[src/rtl/jtag_master.sv]
`default_nettype none
// ============================================================================
//  Module      : jtag_master
//  Description : Host-side JTAG initiator. Turns single commands (TAP reset,
//                IR shift, DR shift, idle clocking) into TMS walks plus a
//                bit-serial TDI shift, and returns the captured TDO word.
//  Revision    : 1.0 - initial release
// ============================================================================
module jtag_master #(
    parameter int CLK_DIV = 2
) (
    input  logic        clk,
    input  logic        reset,
    input  logic        cmd_valid,
    output logic        cmd_ready,
    input  logic [1:0]  cmd_op,
    input  logic [5:0]  cmd_len,
    input  logic [31:0] cmd_data,
    output logic        rsp_valid,
    output logic [31:0] rsp_data,
    output logic        busy,
    output logic        tck,
    output logic        tms,
    output logic        tdi,
    input  logic        tdo
);

    // Command codes
    localparam logic [1:0] c_op_reset = 2'd0;
    localparam logic [1:0] c_op_ir    = 2'd1;
    localparam logic [1:0] c_op_dr    = 2'd2;
    localparam logic [1:0] c_op_idle  = 2'd3;

    // FSM states; the state names the segment of the next TCK to be started
    localparam logic [1:0] c_st_idle  = 2'd0;
    localparam logic [1:0] c_st_pre   = 2'd1;
    localparam logic [1:0] c_st_shift = 2'd2;
    localparam logic [1:0] c_st_post  = 2'd3;

    // TCK phase points inside one 2*CLK_DIV period
    localparam logic [8:0] c_half = 9'(CLK_DIV);
    localparam logic [8:0] c_last = 9'(2 * CLK_DIV - 1);

    logic [1:0]  r_state;
    logic [1:0]  r_op;
    logic [5:0]  r_len;
    logic [31:0] r_data;
    logic [5:0]  r_cnt;
    logic [8:0]  r_phase;
    logic [31:0] r_cap;
    logic        r_cap_en;
    logic [4:0]  r_cap_idx;
    logic        r_tck;
    logic        r_tms;
    logic        r_tdi;
    logic        r_rsp_valid;
    logic [31:0] r_rsp_data;

    logic [5:0]  w_len_clamped;
    logic [5:0]  w_pre_len;
    logic [5:0]  w_post_len;
    logic        w_tms;
    logic        w_seg_last;
    logic [1:0]  w_next_state;
    logic        w_done;
    logic        w_is_shift_op;

    // Effective length: 0 becomes 1, anything above 32 becomes 32
    always_comb begin
        w_len_clamped = cmd_len;
        if (cmd_len == 6'd0) begin
            w_len_clamped = 6'd1;
        end else if (cmd_len > 6'd32) begin
            w_len_clamped = 6'd32;
        end
    end

    // Per-command segment lengths (TCK counts in PRE and POST)
    always_comb begin
        w_pre_len  = 6'd1;
        w_post_len = 6'd0;
        case (r_op)
            c_op_reset: begin w_pre_len = 6'd5; w_post_len = 6'd1; end
            c_op_ir:    begin w_pre_len = 6'd4; w_post_len = 6'd2; end
            c_op_dr:    begin w_pre_len = 6'd3; w_post_len = 6'd2; end
            default:    begin w_pre_len = 6'd1; w_post_len = r_len - 6'd1; end
        endcase
    end

    assign w_is_shift_op = (r_op == c_op_ir) || (r_op == c_op_dr);
    assign w_done        = (r_state == c_st_post) && (r_cnt == w_post_len);

    // TMS for the TCK about to start, and where the walk goes next
    always_comb begin
        w_tms        = 1'b0;
        w_seg_last   = 1'b0;
        w_next_state = r_state;
        case (r_state)
            c_st_pre: begin
                case (r_op)
                    c_op_reset: w_tms = 1'b1;
                    c_op_ir:    w_tms = (r_cnt < 6'd2);
                    c_op_dr:    w_tms = (r_cnt == 6'd0);
                    default:    w_tms = 1'b0;
                endcase
                w_seg_last   = (r_cnt == w_pre_len - 6'd1);
                w_next_state = w_is_shift_op ? c_st_shift : c_st_post;
            end
            c_st_shift: begin
                w_tms        = (r_cnt == r_len - 6'd1);
                w_seg_last   = (r_cnt == r_len - 6'd1);
                w_next_state = c_st_post;
            end
            c_st_post: begin
                w_tms = w_is_shift_op && (r_cnt == 6'd0);
            end
            default: begin
                w_tms = 1'b0;
            end
        endcase
    end

    // Command FSM, TCK phase generator, TMS/TDI drive and TDO capture
    always_ff @(posedge clk) begin
        if (reset) begin
            r_state     <= c_st_idle;
            r_op        <= c_op_reset;
            r_len       <= 6'd0;
            r_data      <= 32'd0;
            r_cnt       <= 6'd0;
            r_phase     <= 9'd0;
            r_cap       <= 32'd0;
            r_cap_en    <= 1'b0;
            r_cap_idx   <= 5'd0;
            r_tck       <= 1'b0;
            r_tms       <= 1'b1;
            r_tdi       <= 1'b0;
            r_rsp_valid <= 1'b0;
            r_rsp_data  <= 32'd0;
        end else begin
            r_rsp_valid <= 1'b0;
            if (r_state == c_st_idle) begin
                if (cmd_valid) begin
                    r_op     <= cmd_op;
                    r_len    <= w_len_clamped;
                    r_data   <= cmd_data;
                    r_cnt    <= 6'd0;
                    r_phase  <= 9'd0;
                    r_cap    <= 32'd0;
                    r_cap_en <= 1'b0;
                    r_state  <= c_st_pre;
                end
            end else begin
                r_phase <= (r_phase == c_last) ? 9'd0 : r_phase + 9'd1;
                if (r_phase == 9'd0) begin
                    // Falling edge: finish, or launch the next TCK
                    r_tck <= 1'b0;
                    if (w_done) begin
                        r_state     <= c_st_idle;
                        r_cnt       <= 6'd0;
                        r_phase     <= 9'd0;
                        r_cap_en    <= 1'b0;
                        r_rsp_valid <= 1'b1;
                        r_rsp_data  <= r_cap;
                    end else begin
                        r_tms     <= w_tms;
                        r_tdi     <= (r_state == c_st_shift) ? r_data[r_cnt[4:0]] : 1'b0;
                        r_cap_en  <= (r_state == c_st_shift);
                        r_cap_idx <= r_cnt[4:0];
                        if (w_seg_last && (r_state != c_st_post)) begin
                            r_state <= w_next_state;
                            r_cnt   <= 6'd0;
                        end else begin
                            r_cnt <= r_cnt + 6'd1;
                        end
                    end
                end else if (r_phase == c_half) begin
                    // Rising edge: TDO is sampled together with TCK going high
                    r_tck <= 1'b1;
                    if (r_cap_en) begin
                        r_cap[r_cap_idx] <= tdo;
                    end
                end
            end
        end
    end

    assign cmd_ready = (r_state == c_st_idle) && !reset;
    assign busy      = (r_state != c_st_idle);
    assign tck       = r_tck;
    assign tms       = r_tms;
    assign tdi       = r_tdi;
    assign rsp_valid = r_rsp_valid;
    assign rsp_data  = r_rsp_data;

endmodule
`default_nettype wire

[config.mk]
export PLATFORM = sky130hd
export DESIGN_NAME = jtag_master
export DESIGN_NICKNAME = d
export VERILOG_FILES = /design/src/rtl/jtag_master.sv
export SDC_FILE = /design/constraint.sdc
export NUM_CORES = 1
export LEC_CHECK = 0
export CAP_MARGIN = 20
export CORE_MARGIN = 3
export CORE_UTILIZATION = 30
export CTS_BUF_LIST = sky130_fd_sc_hd__clkbuf_8
export CTS_CLUSTER_DIAMETER = 150
export DETAILED_ROUTE_END_ITERATION = 10
export SYNTH_ARGS = -nofsm -noshare
export SYNTH_HDL_FRONTEND = slang
export SYNTH_SLANG_ARGS = --single-unit
export TNS_END_PERCENT = 30
[constraint.sdc]
create_clock -name clk -period 2.35 [get_ports clk]
set_input_delay 0.3525 -clock clk [delete_from_list [all_inputs] [get_ports clk]]
set_output_delay 0.3525 -clock clk [all_outputs]
set_load 0.005 [all_outputs]
### Yosys cells after proc, flatten, opt, wreduce, memory -nomap -nowiden

Index checks and enable logic that the tools add are counted.
Widths: inputs -> output; s select.

| cells by class | value |
|---|---|
| reductions and logical operators | 28 |
| bitwise gates (word level) | 3 |
| add/sub/neg operators | 4 |
| order comparisons | 5 |
| equality and inequality tests | 13 |
| muxes and demuxes | 42 |

Operator list:

| operator | count |
|---|---|
| $mux 32 | 5 |
| $mux 9 | 5 |
| $mux 6 | 7 |
| $bwmux 32 | 1 |
| $eq 6x6->1 | 3 |
| $eq 9x2->1 const B | 2 |
| $logic_not 6->1 | 2 |
| $lt 5x6->1 const B | 2 |
| $pmux 6 s2 | 1 |
| $sub 6x1->6 const B | 2 |
| $mux 1 | 11 |
| $mux 2 | 5 |
| $reduce_bool 2->1 | 5 |
| $add 9x1->9 const B | 1 |
| $logic_not 9->1 | 1 |
| $pmux 3 s3 | 1 |
| $reduce_and 4->1 | 2 |
| $add 6x1->6 const B | 1 |
| $eq 2x2->1 const B | 3 |
| $gt 6x6->1 const B | 1 |
| $lt 6x2->1 const B | 1 |
| $pmux 1 s3 | 2 |
| $reduce_and 2->1 | 3 |
| $reduce_and 3->1 | 2 |
| other kinds (17) | 26 |

| word-level totals | value |
|---|---|
| input bits | 44 |
| output and inout bits | 38 |
| flip-flop bits (word level) | 131 |
| word-level logic and storage cells | 109 |

### Logic depth before layout (Yosys ltp)

Gate-level depths: netlist of run 1.

| depth | value |
|---|---|
| word-level depth | 10 |
| mapped depth | 10 |
| mapped depth without buffers | 9 |

### Least setup slack after synthesis of run 1

No wires, ideal clock.

| path | value |
|---|---|
| path kind | flip-flop to flip-flop |
| from | register r_len[0] |
| to | register r_rsp_data[3] (netlist: rsp_data[3]) |
| slack | -0.216 ns |
| arrival | 2.439 ns |
| cell stages (with the launch flop) | 9 |
| path buffers | 1 |
| required time | 2.222 ns |
| library setup time | 0.128 ns |
| clock period less this slack | 2.566 ns |
| path through | dfxtp_1 -> or4_4 -> or3_1 -> and2_1 -> o22a_2 -> nor3_4 -> buf_6 -> mux2i_1 -> nor2_1 |

| between the ends | value |
|---|---|
| longest elaborated chain between the ends | 5 |

RTL lines:

| element | line | RTL |
|---|---|---|
| start: declaration | 46 | `logic [5:0] r_len;` |
| start signal: assignment | 145 | `r_len <= w_len_clamped;` |
| $sub 6x1->6 | 86 | `default: begin w_pre_len = 6'd1; w_post_len = r_len - 6'd1; end` |
| $pmux 6 s2 | 82 | `case (r_op)` |
| $eq 6x6->1 | 91 | `assign w_done = (r_state == c_st_post) && (r_cnt == w_post_len);` |
| $logic_and 1x1->1 | 91 |  |
| $reduce_and 3->1 (no line) | -- |  |
| end signal: assignment | 164 | `r_rsp_data <= r_cap;` |
| end: declaration | 57 | `logic [31:0] r_rsp_data;` |

No other way between the ends.
A chain may end at the register's enable or synchronous reset.

### Worst setup path in the final report of run 1

| path | value |
|---|---|
| from | register r_len[0] |
| to | register r_rsp_data[17] (netlist: rsp_data[17]) |

The elaborated chain is that of the path after synthesis.

==> flow_summary.yaml, run 1 <==
timing:
  max_freq_ghz: 0.3900
  period_share_pct: 109.1
  fin_ws_ns: -0.2141
  slew_headroom_pct: 62.70
  rsz0062_at_grt: "true"
  setup_violations: 48
  hold_violations: 0
  hold_ws_ns: 0.2952
  tightest_slew_ns: 0.5595
  slew_violations: 0
  skew_ns: 0.01205
  fin_crit_ns: 2.564
global_route:
  antenna_found_initial: 0
  grt_max_degree: 54
  grt_first_pass_wirelength_um: 24410
  overflow: 0
  grt_pass1_vias: 4780
  grt_usage_pct: 13.68
floorplan:
  die_area_um2: 21810
  core-area_um2: 19590
  start_util_pct: 30.73
  dieHeight_um: 147.7
  die_width_um: 147.7
  rows: 51
  io_pins: 82
pwr:
  p_leak_nw: 3.028
  switching_share_pct: 33.85
  p_seq_share_pct: 35.7
  peakVddDrop_uv: 495.3
  p_sw_mw: 2.373
  p_comb_share_pct: 34.1
  p_int_mw: 4.636
  p_per_area_nw_per_um2: 865.4
  p_clk_share_pct: 30.2
  totalPowerFinal_mw: 7.009
final_layout:
  final_area_um2: 8099
  antennaDiodeCount: 0
  areaGrowthSynthToFinish_pct: 34.52
  nets: 888
  final_cell_mix: "nand2_1, dfxtp_1, a21oi_1, clkdlybuf4s50_1, buf_4"
  fillers: 1973
  final_util_pct: 41.34
  final_common_cell: "nand2_1"
  final_layout_size_suffix_gt1_share_pct: 16.73
worst_setup_path:
  cp.arrival_ns: 2.88
  crit_end: "rsp_data[17]$_SDFFE_PP0P_"
  cp-end-kind: "flop"
  crit_type: "reg2reg"
  crit_fanout: 10
  worstRegToRegCells: 9
  rr_startpoint: "r_len[0]$_SDFFE_PP0P_"
  rrSetupSlack_ns: -0.21
  cp-startpoint: "r_len[0]$_SDFFE_PP0P_"
  worstPathRequired_ns: 2.67
  reg2reg_to: "rsp_data[17]$_SDFFE_PP0P_"
  crit_path_start_kind: "flop"
placed_design:
  dpl.hpwl_um: 10100
  placed_area_um2: 7421
  port-buffer-count: 81
  place_ws_ns: -0.2653
  gp_congestion: 0.8208
synth:
  synth_cells: 718
  synth_edf_count: 0
  syn-cell-area_um2: 6021
  synthDistinctLibCells: 57
  ys.flop_type: "dfxtp_1"
  seq_area_frac_synth_pct: 43.56
  synth_area_per_cell_um2: 8.385
  synth-seq-cells: 131
  syn_nets: 776
  async_reset_ff_share_pct: 0
  ys_warn_count: 0
clocking:
  insertion_delay_ns: 0.45
  cts_tree: "done"
  numClockSinks: 131
  cts.htree.levels: 4
  numCtsBuffers: 17
  holdBufCountCts: 0
  clk_pin_slew_worst_paths_ns: 0.08
  clock_path_buffers: 2
  cts-root-buf: "clkbuf_8"
detailed_routing:
  antenna_left: 0
  drc: 0
  drt_iter0_drc: 252
  vias: 5271
  detail_route.wl_per_cell_um: 13.83
  first_pass_iters: 4
  drt-total-wl_um: 15320
  avgViaCountPerCell: 4.757
outcome:
  violations: "negative setup slack"
  status: "finished with violations"
worst_hold_path:
  min_path_type: "in2reg"
run:
  drv_cap: 0
==> logic make-up after synthesis <==
| kind of cell | Yosys count | synth area share (%) |
|---|---|---|
| compound gates | 183 | 16.56 |
| xor+xnor | 12 | 1.746 |
| fa+ha+maj | 14 | 2.909 |
| buf+inv | 68 | 4.676 |
| flops | 131 | 43.56 |
| mux | 49 | 10.22 |
| simple gates | 261 | 20.32 |
==> through the flow <==
step	std cells	TNS (ns)
floorplan	718	-3.761
global placement	1069	-5.072
detailed placement	1069	-9.605
CTS	1102	-5.066
global route	1108	-11.80
finish	1108	-6.406
==> how the worst min path moves through the flow <==
| stage | startpoint | cells after the start | end | slack [ns] |
|---|---|---|---|---|
| 2_1_floorplan | r_cap_en$_SDFFE_PP0P_ | 2 | r_cap_en$_SDFFE_PP0P_ | 0.43 |
| 3_3_place_gp | r_data[30]$_SDFFE_PP0P_ | 2 | r_data[30]$_SDFFE_PP0P_ | 0.44 |
| 3_5_place_dp | r_cap_en$_SDFFE_PP0P_ | 2 | r_cap_en$_SDFFE_PP0P_ | 0.44 |
| 4_1_cts | reset | 2 | rsp_data[30]$_SDFFE_PP0P_ | 0.27 |
| 5_1_grt | reset | 2 | r_data[24]$_SDFFE_PP0P_ | 0.29 |
| 6_report | reset | 2 | rsp_data[30]$_SDFFE_PP0P_ | 0.30 |
==> state kept, by name, summed over array words and instances (netlist names) <==
name	count
r_cap	32
r_data	32
rsp_data	32
r_phase	9
r_cnt	6
r_len	6
r_cap_idx	5
r_op	2
r_state	2
r_cap_en	1
rsp_valid	1
tck	1
tdi	1
tms	1
==> worst max-delay path: stages (launching register included) <==
cell and delay (ns):
dfxtp_2 0.33, or4_4 0.53, or3_4 0.35, and2_4 0.17, o22a_4 0.25, nor3_4 0.23
buf_6 0.17, clkbuf_16 0.18, mux2i_1 0.18, nor2_1 0.05
==> cell usage after synthesis (all sizes together), types with 3 or more instances <==
cell type    n  share of area [%]
nor3b        7               0.87
nor4         6               0.62
xor2         9                1.3
o21bai       3               0.37
buf          7               0.85
xnor2        3               0.44
and3        11                1.1
nand2      129                8.0
mux2i       39                6.5
a21oi      118                9.8
nor3        10                1.0
nor2        51                3.2
ha          14                2.9
inv         12               0.75
and2         3               0.31
clkbuf      49                3.1
mux4        10                3.7
o21ai       38                3.2
a31oi        5               0.52
dfxtp      131                 44
nand3       11               0.91
nor2b        6               0.62
nand3b       5               0.62
or3          4               0.42
or4          4               0.56
==> metal layers <==
metal / up-vias / wire (um) / track usage [%]
met5: - / 0 / 0
met4: 0 / 204 / 4.613
met3: 15 / 889 / 3.311
met2: 120 / 6749 / 20.10
met1: 2431 / 7478 / 19.66
li1: 2705 / - / -
==> power by group through the flow <==
stage          Sequential (mW)  Clock (mW)  Combinational (mW)
2_1_floorplan             2.52           0                1.43
3_3_place_gp              2.54           0                2.20
3_5_place_dp              2.55           0                2.20
4_1_cts                   2.50        2.17                2.32
5_1_grt                   2.52        2.26                2.63
6_report                  2.50        2.12                2.39
==> area by class of cell <==
class	instances	area, um^2	area share [%]
multi-input cells	519	3231	39.89
clock buffers	17	234.0	2.889
repair buffers	149	1430	17.66
clock inverters	15	201.4	2.487
inverters	12	45.04	0.5562
well taps	265	331.6	4.094
flip-flops and latches	131	2626	32.43
==> timing repair <==
action,4_1_cts,5_1_grt
hold endpoints to repair,0,0
setup endpoints to repair,55,88
cloned,0,3
resized for setup,18,17
setup buffers,1,3
pin swaps,11,10
No activity file was read; power rests on OpenSTA's default activity.
==> inputs of run 2 (changes only) <==
--- a/config.mk
+++ b/config.mk
@@ -6,7 +6,7 @@
 export NUM_CORES = 1
 export LEC_CHECK = 0
 export CAP_MARGIN = 20
-export CORE_MARGIN = 3
+export CORE_MARGIN = 4
 export CORE_UTILIZATION = 30
 export CTS_BUF_LIST = sky130_fd_sc_hd__clkbuf_8
 export CTS_CLUSTER_DIAMETER = 150
==> run 2 against run 1 <==
Net effect: the flow still finishes with violations (negative setup slack); sequential share of layout area down 0.17 points; critical path depth unchanged; power grew 2.1%; clock power decreased by 7%; worst setup slack got worse by 0.035 ns; critical endpoint is now rsp_data[4]$_SDFFE_PP0P_.
==> flow_summary.yaml, run 2 (synthesized netlist as in run 1, its figures left out) <==
outcome:
  status: "finished with violations"
  violations: "negative setup slack"
final_layout:
  final_util_pct: 41.59
  nets: 887
  final_cell_mix: "nand2_1, dfxtp_1, a21oi_1, clkdlybuf4s50_1, buf_4"
  final_common_cell: "nand2_1"
  fillers: 2009
  areaGrowthSynthToFinish_pct: 35.31
  final_layout_size_suffix_gt1_share_pct: 16.86
  antennaDiodeCount: 0
timing:
  fin_crit_ns: 2.599
  rsz0062_at_grt: "true"
  max_freq_ghz: 0.3847
  period_share_pct: 110.6
  slew_violations: 0
  slew_headroom_pct: 65.77
  hold_violations: 0
  fin_ws_ns: -0.2491
  setup_violations: 48
  tightest_slew_ns: 0.5124
  skew_ns: 0.02079
worst_hold_path:
  min_to: "r_phase[8]$_SDFFE_PP0N_"
  hold_start: "reset"
  min_path_type: "in2reg"
  hold_depth: 4
clocking:
  numClockSinks: 131
  cts.htree.levels: 4
  numCtsBuffers: 17
  cts_tree: "done"
  cts-root-buf: "clkbuf_8"
  clock_path_buffers: 2
  clk_pin_slew_worst_paths_ns: 0.08
  insertion_delay_ns: 0.46
placed_design:
  port-buffer-count: 81
  dpl.hpwl_um: 10170
  place_ws_ns: -0.3766
  gp_congestion: 0.8465
run:
  drv_cap: 0
floorplan:
  io_pins: 82
  dieHeight_um: 149.7
  die_area_um2: 22400
  core-area_um2: 19590
  rows: 51
  die_width_um: 149.7
  start_util_pct: 30.73
worst_setup_path:
  crit_path_start_kind: "flop"
  rrSetupSlack_ns: -0.25
  rr_startpoint: "r_len[0]$_SDFFE_PP0P_"
  reg2reg_to: "rsp_data[4]$_SDFFE_PP0P_"
  crit_type: "reg2reg"
  cp-end-kind: "flop"
  worstPathRequired_ns: 2.68
  cp-startpoint: "r_len[0]$_SDFFE_PP0P_"
  crit_fanout: 8
  cp.arrival_ns: 2.93
  worstRegToRegCells: 9
detailed_routing:
  detail_route.wl_per_cell_um: 14.70
  first_pass_iters: 5
  avgViaCountPerCell: 4.823
  drt_iter0_drc: 339
  met2_length_um: 7642
  drt-total-wl_um: 16280
  wl_met1_um: 7561
  drc: 0
  vias: 5339
  antenna_left: 0
  route.met3.wl_um: 845
  topRoutingLayerUsed: "met4"
pwr:
  p_per_area_nw_per_um2: 878.4
  p_leak_nw: 3.057
  peakVddDrop_uv: 365.0
global_route:
  grt_max_degree: 93
  overflow: 0
  grt_first_pass_wirelength_um: 25620
  grt_pass1_vias: 5092
  antenna_found_initial: 0
  grt_usage_pct: 14.15
## run 2: changes by cell type in the layout (fill, tap and decap cells not counted), moves of 2 or more
| cell | change |
|---|---|
| buf_6 | -4 |
| a21oi_1 | +3 |
| a21oi_2 | -3 |
| bufbuf_16 | +2 |
| clkbuf_8 | +2 |
| o21ai_1 | +2 |
| bufinv_16 | -2 |
## run 2: cell type report
cell class	count	area [um^2]	area share [%]
timing repair buffer	148	1490	18.29
clock buffer	19	261.5	3.210
sequential	131	2628	32.25
tap	265	331.6	4.070
clock inverter	13	146.4	1.797
inverter	12	48.80	0.5990
multi-input combinational	519	3241	39.78
## run 2: stage by stage
stage | hold slack [ns] | cells | power [mW] | TNS, ns | instance area [um^2]
6_report | 0.2925 | 1107 | 7.156 | -7.799 | 8147
5_1_grt | 0.3169 | 1107 | 7.615 | -13.81 | 8147
4_1_cts | 0.2628 | 1102 | 7.196 | -6.135 | 7959
3_5_place_dp | 0.4431 | 1066 | 4.874 | -8.039 | 7423
3_3_place_gp | 0.4397 | 1066 | 4.853 | -6.709 | 7423
2_1_floorplan | 0.4278 | 718 | 3.943 | -3.761 | 6022
## run 2: what timing repair did
action | in CTS | in global routing
gates cloned | 2 | 4
endpoints found under the setup margin | 55 | 87
hold buffers | 0 | 0
gates resized for setup | 10 | 23
pin swaps | 5 | 16
setup buffers | 2 | 3
## run 2: critical path, stage by stage (launching register included)
cell     delay [ns]
dfxtp_2        0.34
or4_4          0.53
or3_4          0.34
and2_4         0.16
o22a_4         0.26
nor3_4         0.23
buf_12         0.16
buf_6          0.18
mux2i_1        0.20
nor2_1         0.05
## run 2: worst max-delay path by stage
stage / to / slack, ns
finish: rsp_data[4]$_SDFFE_PP0P_ / -0.25
CTS: r_phase[2]$_SDFFE_PP0N_ / -0.17
detailed placement: r_phase[2]$_SDFFE_PP0N_ / -0.38
global placement: r_phase[2]$_SDFFE_PP0N_ / -0.31
floorplan: rsp_data[3]$_SDFFE_PP0P_ / -0.12
global route: rsp_data[26]$_SDFFE_PP0P_ / -0.35
## run 2: report_power, final
| part | internal [mW] | total [mW] | leakage [nW] | switching [mW] |
|---|---|---|---|---|
| clock | 1.01 | 1.98 | 0.204 | 0.969 |
| combinational | 1.31 | 2.68 | 1.79 | 1.37 |
| sequential | 2.39 | 2.50 | 1.06 | 0.109 |
## run 2: routing by layer
metal,up-vias,GRT usage [%]
met4,0,4.712
met2,123,21.47
met3,21,4.028
met5,-,0
li1,2708,-
met1,2487,19.38
==> inputs of run 3 (changes only) <==
--- a/config.mk
+++ b/config.mk
@@ -6,7 +6,7 @@
 export NUM_CORES = 1
 export LEC_CHECK = 0
 export CAP_MARGIN = 20
-export CORE_MARGIN = 4
+export CORE_MARGIN = 2
 export CORE_UTILIZATION = 30
 export CTS_BUF_LIST = sky130_fd_sc_hd__clkbuf_8
 export CTS_CLUSTER_DIAMETER = 150
@@ -14,4 +14,4 @@
 export SYNTH_ARGS = -nofsm -noshare
 export SYNTH_HDL_FRONTEND = slang
 export SYNTH_SLANG_ARGS = --single-unit
-export TNS_END_PERCENT = 30
+export TNS_END_PERCENT = 5
==> run 3 against run 2 <==
Net effect: the run still ends with negative setup slack left; critical path depth stayed put; final cell count is 0.45% lower; clock skew is 0.0095 ns lower; highest routed layer unchanged; fmax increased by 1.7%; register-to-register slack improved by 0.04 ns; clock power decreased by 3%; final area decreased by 1.8%; count of clock-buffer cells in the layout stayed put; via count decreased by 0.54%; sequential share of layout area is 0.58 points higher.
==> flow_summary.yaml, run 3 (synthesized netlist as in run 1, its figures left out) <==
clocking:
  cts-root-buf: "clkbuf_8"
  numClockSinks: 131
  cts.htree.levels: 4
  clk_pin_slew_worst_paths_ns: 0.08
  numCtsBuffers: 17
  cts_tree: "done"
  clock_path_buffers: 2
  insertion_delay_ns: 0.45
final_layout:
  multi_input_area_um2: 3239
  final_layout_size_suffix_gt1_share_pct: 15.89
  final_common_cell: "nand2_1"
  final_util_pct: 40.83
  nets: 882
  seq_area_um2: 2626
  final_cell_mix: "nand2_1, dfxtp_1, a21oi_1, clkdlybuf4s50_1, buf_4"
  areaGrowthSynthToFinish_pct: 32.83
  fillers: 1985
  antennaDiodeCount: 0
  finalNonFillerCells: 1102
detailed_routing:
  vias: 5310
  detail_route.wl_per_cell_um: 14.36
  avgViaCountPerCell: 4.819
  drc: 0
  drt-total-wl_um: 15820
  first_pass_iters: 5
  drt_iter0_drc: 369
  antenna_left: 0
outcome:
  violations: "negative setup slack"
  status: "finished with violations"
worst_setup_path:
  worstRegToRegCells: 9
  reg2reg_to: "rsp_data[2]$_SDFFE_PP0P_"
  rrSetupSlack_ns: -0.21
  cp-startpoint: "r_len[0]$_SDFFE_PP0P_"
  crit_type: "reg2reg"
  cp-end-kind: "flop"
  crit_fanout: 9
  worstPathRequired_ns: 2.66
  cp.arrival_ns: 2.87
  rr_startpoint: "r_len[0]$_SDFFE_PP0P_"
  crit_path_start_kind: "flop"
floorplan:
  core-area_um2: 19590
  start_util_pct: 30.73
  die_width_um: 145.7
  dieHeight_um: 145.7
  io_pins: 82
  rows: 51
  die_area_um2: 21220
timing:
  setup_violations: 48
  fin_crit_ns: 2.557
  period_share_pct: 108.8
  skew_ns: 0.01134
  slew_violations: 0
  fin_ws_ns: -0.2065
  max_freq_ghz: 0.3912
  rsz0062_at_grt: "true"
  slew_headroom_pct: 55.86
  tightest_slew_ns: 0.6621
  hold_violations: 0
global_route:
  grt_usage_pct: 14.12
  antenna_found_initial: 0
  overflow: 0
  grt_first_pass_wirelength_um: 24670
  grt_pass1_vias: 4830
  grt_max_degree: 62
placed_design:
  gp_congestion: 0.7897
  dpl.cell_count: 1059
  port-buffer-count: 81
  dpl.hpwl_um: 10000
  place_ws_ns: -0.3592
pwr:
  totalPowerFinal_mw: 6.795
  p_leak_nw: 2.970
  peakVddDrop_uv: 389.7
  p_per_area_nw_per_um2: 849.6
worst_hold_path:
  hold_start: "reset"
  min_to: "r_data[30]$_SDFFE_PP0P_"
  min_path_type: "in2reg"
  hold_depth: 2
run:
  drv_cap: 0
run 3: cell count changes in the layout (fill, tap and decap cells not counted), moves of 2 or more:
cell	change
o21ai_1	-2
buf_12	-2
inv_6	-4
bufbuf_16	-2
o21ai_0	+2
inv_1	+2
run 3: area by class of cell:
type | count | share of cell area, %
multi-input cells | 519 | 40.50
well taps | 265 | 4.146
clock buffers | 19 | 3.270
inverters | 12 | 0.5632
repair buffers | 143 | 16.99
flip-flops and latches | 131 | 32.84
clock inverters | 13 | 1.690
run 3: worst max path at each step:
stage,slack (ns),end,cells after the start
after global routing,-0.28,rsp_data[6]$_SDFFE_PP0P_,9
after detailed placement,-0.36,r_phase[2]$_SDFFE_PP0N_,8
after CTS,-0.17,tdi$_SDFFE_PP0P_,8
after global placement,-0.31,r_phase[2]$_SDFFE_PP0N_,8
after floorplan,-0.12,rsp_data[3]$_SDFFE_PP0P_,8
final,-0.21,rsp_data[2]$_SDFFE_PP0P_,9
run 3: critical path, stage by stage (launching register included):
cell,delay [ns]
dfxtp_2,0.34
or4_4,0.53
or3_4,0.34
and2_4,0.16
o22a_4,0.25
nor3_4,0.20
buf_4,0.17
clkbuf_16,0.17
mux2i_1,0.18
nor2_1,0.05
run 3: repair_timing:
item / 4_1_cts / 5_1_grt
pin swaps: 6 / 11
gates resized for setup: 6 / 22
setup buffers: 0 / 7
cloned: 0 / 4
endpoints found under the hold margin: 0 / 0
hold buffers: 0 / 0
endpoints found under the setup margin: 54 / 84
run 3: metrics by stage:
step | setup TNS, ns | instance area [um^2] | hold WS, ns
after floorplan | -3.761 | 6022 | 0.4278
after global placement | -7.056 | 7333 | 0.4392
after detailed placement | -8.216 | 7333 | 0.4456
after CTS | -5.881 | 7757 | 0.2794
after global routing | -11.00 | 7998 | 0.2926
final | -7.028 | 7998 | 0.3018
run 3: report_power, final:
part | leakage, nW | internal (mW) | switching, mW
Combinational | 1.71 | 1.07 | 1.30
Clock | 0.201 | 0.994 | 0.927
Sequential | 1.06 | 2.39 | 0.117
run 3: per-layer routing:
metal | vias to the layer above | wire, um | GRT usage, %
li1 | 2696 | - | -
met1 | 2481 | 7765 | 19.24
met3 | 15 | 707 | 3.668
met2 | 118 | 7178 | 22.05
met5 | - | 0 | 0
met4 | 0 | 169 | 4.069
